## src/rtl/flt_pkg.sv

```systemverilog
// Shared FP16 datapath definitions: field widths, arbiter state encoding, payload structs.
package flt_pkg;

  localparam int unsigned FP16_W = 16;
  localparam int unsigned EXP_W  = 5;
  localparam int unsigned FRA_W  = 10;

  localparam logic [1:0] ST_IDLE = 2'd0;
  localparam logic [1:0] ST_CALC = 2'd1;
  localparam logic [1:0] ST_RESP = 2'd2;

  typedef enum logic [1:0] {
    S_IDLE = ST_IDLE,
    S_CALC = ST_CALC,
    S_RESP = ST_RESP
  } arb_state_e;

  typedef logic req_id_t;

  typedef struct packed {
    logic [FP16_W-1:0] a;
    logic [FP16_W-1:0] b;
  } fp_pair_t;

  typedef struct packed {
    logic [FP16_W-1:0] result;
    logic              overflow;
    logic              zero;
    logic              nan;
  } fp_rsp_t;

endpackage

```

## src/rtl/float_adder.sv

```systemverilog
// Combinational FP16 adder: exact alignment, truncating normalisation, subnormal support.
// exp=31 on either input reports nan; a result exponent of 31 or more reports overflow.
module float_adder
  import flt_pkg::*;
(
  input  logic [FP16_W-1:0] num1,
  input  logic [FP16_W-1:0] num2,
  output logic [FP16_W-1:0] result,
  output logic              overflow,
  output logic              zero,
  output logic              nan
);

  // 11-bit significand, 31 alignment bits (max exponent gap 30), 1 carry bit
  localparam int unsigned SUM_W = 43;

  logic [FP16_W-1:0] big, sml;
  logic [EXP_W-1:0]  e_big, e_sml, diff;
  logic [FRA_W:0]    m_big, m_sml;
  logic [SUM_W-1:0]  al_big, al_sml, sum;
  logic [5:0]        lead;
  logic signed [7:0] e_r;

  always_comb begin
    result   = '0;
    overflow = 1'b0;
    zero     = 1'b0;
    nan      = 1'b0;
    if (num1[14:0] >= num2[14:0]) begin
      big = num1;
      sml = num2;
    end else begin
      big = num2;
      sml = num1;
    end
    e_big  = (big[14:10] == '0) ? 5'd1 : big[14:10];
    e_sml  = (sml[14:10] == '0) ? 5'd1 : sml[14:10];
    m_big  = {|big[14:10], big[9:0]};
    m_sml  = {|sml[14:10], sml[9:0]};
    diff   = e_big - e_sml;
    al_big = {1'b0, m_big, 31'b0};
    al_sml = {1'b0, m_sml, 31'b0} >> diff;
    sum    = (big[15] == sml[15]) ? (al_big + al_sml) : (al_big - al_sml);
    lead   = '0;
    for (int i = 0; i < int'(SUM_W); i++) begin
      if (sum[i]) lead = 6'(i);
    end
    e_r = $signed({3'b0, e_big}) + $signed({2'b0, lead}) - 8'sd41;

    if (num1[14:10] == 5'h1f || num2[14:10] == 5'h1f) begin
      nan    = 1'b1;
      result = 16'h7e00;
    end else if (sum == '0) begin
      zero = 1'b1;
    end else if (e_r >= 8'sd31) begin
      overflow = 1'b1;
      result   = {big[15], 5'h1f, 10'h000};
    end else if (e_r <= 8'sd0) begin
      result = {big[15], 5'h00, 10'(sum >> (6'd32 - {1'b0, e_big}))};
    end else begin
      result = {big[15], 5'(e_r), 10'(sum >> (lead - 6'd10))};
    end
  end

endmodule

```

## src/rtl/flt_add_arbiter_rr_arb2.sv

```systemverilog
// Two-input round-robin grant; pointer moves past the owner when its operation completes.
module rr_arb2
  import flt_pkg::*;
#(
  parameter req_id_t FIRST_PRIO = 1'b0
) (
  input  logic       clk,
  input  logic       rst_n,
  input  logic [1:0] req_i,
  input  logic       en_i,
  input  logic       done_i,
  input  req_id_t    done_id_i,
  output logic [1:0] gnt_c_o
);

  req_id_t ptr_q;

  always_ff @(posedge clk or negedge rst_n) begin
    if (!rst_n) begin
      ptr_q <= FIRST_PRIO;
    end else if (done_i) begin
      ptr_q <= ~done_id_i;
    end
  end

  always_comb begin
    gnt_c_o = 2'b00;
    if (en_i) begin
      case (req_i)
        2'b01:   gnt_c_o = 2'b01;
        2'b10:   gnt_c_o = 2'b10;
        2'b11:   gnt_c_o = ptr_q ? 2'b10 : 2'b01;
        default: gnt_c_o = 2'b00;
      endcase
    end
  end

endmodule

```

## src/rtl/flt_add_arbiter.sv

```systemverilog
// Shares one float_adder between two requesters: IDLE -> CALC -> RESP, registered around the adder.
// Define FLT_ARB_STATS_EN to add saturating per-requester op and exception counters.
module flt_add_arbiter
  import flt_pkg::*;
#(
  parameter int unsigned FIRST_PRIO = 0
`ifdef FLT_ARB_STATS_EN
  , parameter int unsigned STAT_W = 16
`endif
) (
  input  logic              clk,
  input  logic              rst_n,
  input  logic [1:0]        req_valid,
  output logic [1:0]        req_ready,
  input  logic [FP16_W-1:0] req_a0,
  input  logic [FP16_W-1:0] req_b0,
  input  logic [FP16_W-1:0] req_a1,
  input  logic [FP16_W-1:0] req_b1,
  output logic [1:0]        rsp_valid,
  input  logic [1:0]        rsp_ready,
  output logic [FP16_W-1:0] rsp_result,
  output logic              rsp_overflow,
  output logic              rsp_zero,
  output logic              rsp_nan,
  output logic              busy
`ifdef FLT_ARB_STATS_EN
  , input  logic              stat_clr
  , output logic [STAT_W-1:0] stat_ops0
  , output logic [STAT_W-1:0] stat_ops1
  , output logic [STAT_W-1:0] stat_exc
`endif
);

  arb_state_e        state_q;
  fp_pair_t          op_q;
  fp_rsp_t           rsp_q;
  req_id_t           owner_q;
  logic [1:0]        rsp_valid_q;
  logic              busy_q;
  logic              arm_q;

  logic [1:0]        gnt_c;
  logic              accept_c;
  logic              done_c;
  fp_pair_t          pick_c;
  logic [FP16_W-1:0] add_res_c;
  logic              add_ovf_c, add_zero_c, add_nan_c;

  // arm_q keeps req_ready low while in reset and for the first cycle after release
  rr_arb2 #(.FIRST_PRIO(1'(FIRST_PRIO))) u_arb (
    .clk       (clk),
    .rst_n     (rst_n),
    .req_i     (req_valid),
    .en_i      (arm_q && (state_q == S_IDLE)),
    .done_i    (done_c),
    .done_id_i (owner_q),
    .gnt_c_o   (gnt_c)
  );

  float_adder u_add (
    .num1     (op_q.a),
    .num2     (op_q.b),
    .result   (add_res_c),
    .overflow (add_ovf_c),
    .zero     (add_zero_c),
    .nan      (add_nan_c)
  );

  assign req_ready = gnt_c;
  assign accept_c  = |(req_valid & gnt_c);
  assign done_c    = (state_q == S_RESP) && rsp_ready[owner_q];
  assign pick_c    = gnt_c[1] ? {req_a1, req_b1} : {req_a0, req_b0};

  always_ff @(posedge clk or negedge rst_n) begin
    if (!rst_n) begin
      state_q     <= S_IDLE;
      op_q        <= '0;
      rsp_q       <= '0;
      owner_q     <= 1'b0;
      rsp_valid_q <= 2'b00;
      busy_q      <= 1'b0;
      arm_q       <= 1'b0;
    end else begin
      arm_q <= 1'b1;
      case (state_q)
        S_IDLE: begin
          if (accept_c) begin
            op_q    <= pick_c;
            owner_q <= req_id_t'(gnt_c[1]);
            busy_q  <= 1'b1;
            state_q <= S_CALC;
          end
        end
        S_CALC: begin
          rsp_q       <= {add_res_c, add_ovf_c, add_zero_c, add_nan_c};
          rsp_valid_q <= owner_q ? 2'b10 : 2'b01;
          state_q     <= S_RESP;
        end
        S_RESP: begin
          if (done_c) begin
            rsp_valid_q <= 2'b00;
            busy_q      <= 1'b0;
            state_q     <= S_IDLE;
          end
        end
        default: begin
          rsp_valid_q <= 2'b00;
          busy_q      <= 1'b0;
          state_q     <= S_IDLE;
        end
      endcase
    end
  end

  assign rsp_valid    = rsp_valid_q;
  assign rsp_result   = rsp_q.result;
  assign rsp_overflow = rsp_q.overflow;
  assign rsp_zero     = rsp_q.zero;
  assign rsp_nan      = rsp_q.nan;
  assign busy         = busy_q;

`ifdef FLT_ARB_STATS_EN
  logic [STAT_W-1:0] ops0_q, ops1_q, exc_q;

  function automatic logic [STAT_W-1:0] sat_inc(input logic [STAT_W-1:0] v);
    return (&v) ? v : v + STAT_W'(1);
  endfunction

  // clear takes precedence over a same-cycle completion
  always_ff @(posedge clk or negedge rst_n) begin
    if (!rst_n) begin
      ops0_q <= '0;
      ops1_q <= '0;
      exc_q  <= '0;
    end else if (stat_clr) begin
      ops0_q <= '0;
      ops1_q <= '0;
      exc_q  <= '0;
    end else if (done_c) begin
      if (owner_q) ops1_q <= sat_inc(ops1_q);
      else         ops0_q <= sat_inc(ops0_q);
      if (rsp_q.overflow || rsp_q.nan) exc_q <= sat_inc(exc_q);
    end
  end

  assign stat_ops0 = ops0_q;
  assign stat_ops1 = ops1_q;
  assign stat_exc  = exc_q;
`endif

endmodule

```

## config.mk

```make
export PLATFORM = sky130hd
export DESIGN_NAME = flt_add_arbiter
export DESIGN_NICKNAME = d
export VERILOG_FILES = /design/src/rtl/flt_pkg.sv /design/src/rtl/float_adder.sv /design/src/rtl/flt_add_arbiter_rr_arb2.sv /design/src/rtl/flt_add_arbiter.sv
export SDC_FILE = /design/constraint.sdc
export NUM_CORES = 1
export LEC_CHECK = 0
export CORE_MARGIN = 2
export CORE_UTILIZATION = 56
export CTS_CLUSTER_DIAMETER = 40
export CTS_CLUSTER_SIZE = 28
export DETAILED_ROUTE_END_ITERATION = 6
export MAX_ROUTING_LAYER = met4
export PLACE_DENSITY_LB_ADDON = 0.25
export SLEW_MARGIN = 20
export SYNTH_ARGS = -nofsm -noshare
export SYNTH_HDL_FRONTEND = slang
export SYNTH_HIERARCHICAL = 1
export SYNTH_SLANG_ARGS = --single-unit
```

## constraint.sdc

```tcl
create_clock -name clk -period 13.5 [get_ports clk]
set_input_delay 3.375 -clock clk [delete_from_list [all_inputs] [get_ports clk]]
set_output_delay 3.375 -clock clk [all_outputs]
set_load 0.01 [all_outputs]
```

==> impl_results.md <==
- Status: finished clean
- Clock Path Buffers: 2
- Count of clock tree sinks: 59
- GP Congestion: 1.02
- Xor/xnor share of the synthesized area: 3.63%
- Die Wd: 148 um
- Routed WL: 41300 um
- HPWL after DPL: 32000 um
- Antenna violations before repair: 0
- CP arrival: 13.18 ns
- Util after Layout: 65.4%
- CTS tree: done
- Clock Pin Slew Worst Setup and Hold Paths: 0.06 ns
- Slowest cell delay on critical path: 0.55 ns
- Grt total ovfl: 0
- Placeable Area: 0.0202 mm^2
- Area of the multi-input gates: 0.00950 mm^2
- Adder-Cell Fraction of Synth Area: 6.46%
- Final Max Slew Viols: 0
- Period Utilization, post-route: 95.6%
- Die Y: 148 um
- First-pass GRT wire length: 64600 um
- Area grow syn2layout: 14.3%
- Vias in the first global route: 11600
- Crit path max fanout: 11
- Max-slew headroom: 31.5%
- Syn Inst Count: 1490
- Final setup fails: 0
- Routed len/inst: 22.4 um
- Crit path time final: 12.91 ns
- Clock root cell: clkbuf_16
- Hold WC Path Type: reg -> reg
- Number of flops mapped to enable cells by yosys: 0
- Synth top area cells: dfrtp_1, mux2i_1, mux2_2
- All-Layer GR Usage: 38.0%
- Via count: 12600
- Worst path slowest cell: or3_1
- Top-area cell type share of the netlist area: 12.8%
- Async SR Flop Fraction: 100%
- I/O Buffers: 93
- Fin nets: 1694
- Worst-skew pair later-pin latency: 0.34 ns
- RSZ-0062 raised after global routing: no
- Simple-gate share of the synthesized area: 20.8%
- Htree depth: 3
- Share of layout cells above drive strength 1: 15.9%
- Largest net degree at the start of global routing: 60
- Compound-Gate Fraction of Synth Area: 27.6%
- Syn avg cell area: 7.77 um^2
- Critical Path RT: 13.77 ns
- Most used DFF post-synth: dfrtp_1
- Initial Util: 57.2%
- Post-Place Worst Slack: 0.325 ns
- Most common cell in the synthesized netlist: nand2_1
- Synthesized flop and latch total: 59
- Fmax: 77.5 MHz
- Seq/Total Area, Yosys: 12.8%
- Worst-Margin Slew: 1.03 ns
- Final Hold Vio Count: 0
- Number of cell rows: 52
- Setup slack after layout: 0.593 ns
- Syn_nets: 1618
- Worst setup SP type: register
- CP endpoint kind: register
- I/O pins: 94
- First DRT Iteration DRCs: 1527
- Setup Crit Path Kind: reg -> reg
- DRC viols: 0
- Die area: 0.0218 mm^2
- Finished Layout Cells: 1841
- Crit-path most repeated cell: buf_4
- Setup TNS: 0 ns
- Max_cap viols: 0
- Final ANT Viol Nets: 0
- Skew final: 0.0116 ns
- Pre-antenna DRT Iters: 5
- Netlist cell types: 108
- Ant diodes: 0
- Num CTS Buffers: 9
- Reg area: 0.00148 mm^2
- Filler instances: 1802
- Post-synthesis mux area share: 22.6%
- Vias per cell: 6.82
- Largest family of logic cells by synthesized area: compound AO/OA/AOI/OAI gates
- Mapped Area: 0.0116 mm^2
- Synth Warn #: 6
- Cells after DPL: 1818
- Synth cell count leaders: nand2_1, mux2i_1, nor2_1
- Synth area leader: dfrtp_1
==> state kept, by name (all words and copies together), names as in the netlist <==
signal,count
rsp_nan,1
rsp_result,16
u_arb/ptr_q,1
op_q,32
owner_q,1
arm_q,1
busy,1
rsp_zero,1
rsp_valid,2
rsp_overflow,1
state_q,2
==> what timing repair did <==
action	CTS	global route
endpoints found under the setup margin	0	10
gates resized for setup	0	6
hold buffers	0	0
buffers inserted	0	5
==> final timing paths <==
path                       slack (ns)  startpoint       endpoint  cells after the start
min reg2reg                      0.49        busy           busy                      1
min                              0.49        busy           busy                      1
max                              0.59    op_q[14]  rsp_result[9]                     48
min in group asynchronous        3.19       rst_n   rsp_valid[1]                      2
max reg2reg                      0.59    op_q[14]  rsp_result[9]                     48
max in group asynchronous        9.80       rst_n        op_q[2]                      2
==> stage by stage <==
stage | area [um^2] | hold WS [ns]
detailed placement | 12800 | 0.474
floorplan | 11600 | 0.479
global route | 13200 | 0.519
finish | 13200 | 0.494
CTS | 13100 | 0.492
global placement | 12800 | 0.470
==> cells in the final DEF, fill, tap and decap left out, types with 7 or more instances in the layout <==
cell / Yosys / routed
clkbuf_16: 0 / 9
o2111ai_1: 8 / 8
a21oi_1: 92 / 92
clkdlybuf4s50_1: 0 / 92
ha_1: 55 / 54
buf_4: 4 / 56
a211o_1: 8 / 8
a41oi_1: 7 / 7
o21a_1: 9 / 9
inv_1: 65 / 65
a211oi_1: 21 / 21
a22oi_1: 12 / 12
o21ai_0: 70 / 70
o31ai_1: 11 / 10
o21ai_1: 14 / 14
o22ai_1: 21 / 21
xor2_1: 20 / 19
nor3_1: 38 / 38
xnor2_1: 28 / 25
nor4_1: 11 / 11
o211ai_1: 35 / 35
dfrtp_1: 59 / 59
nand4_1: 22 / 22
mux2i_1: 125 / 124
a21o_1: 17 / 17
nand2b_1: 16 / 16
nand3_1: 38 / 38
mux2_4: 12 / 12
nor2_1: 123 / 122
and3_1: 15 / 15
a31oi_1: 14 / 13
or3_1: 10 / 10
and2_1: 19 / 19
mux2_2: 98 / 98
nand2_1: 142 / 142
==> kinds of logic after synthesis <==
logic type      Yosys count
simple gates            485
other cells               1
mux                     241
fa+ha+maj                58
compound gates          445
buf+inv                 153
flops                    59
xor+xnor                 48
==> metal layers <==
layer | wire length [um] | track usage (%) | vias up
met1 | 18000 | 52.3 | 5938
met3 | 4080 | 7.38 | 99
met2 | 17700 | 56.0 | 720
met5 | 0 | - | -
li1 | - | - | 5799
met4 | 1460 | 12.5 | 0
==> critical path, delay by kind of cell, from the launching register on <==
family,cells,cell delay (ns)
adder cells (fa/ha/maj),6,1.89
AO/OA/AOI/OAI,14,3.31
flip-flops,1,0.48
multiplexers,5,1.72
buffers and inverters,7,1.25
XOR/XNOR,1,0.33
AND/OR/NAND/NOR,15,3.86
==> layout make-up <==
cell class                 instances  share of cell area [%]
timing repair buffer             150                    10.3
multi-input combinational       1280                    71.8
tap                              270                    2.55
clock buffer                       9                    1.70
sequential                        59                    11.2
clock inverter                     7                   0.624
inverter                          66                    1.87
Power is not shown: default switching activity piles up to over one toggle a cycle in this logic, so the estimate is an artifact.
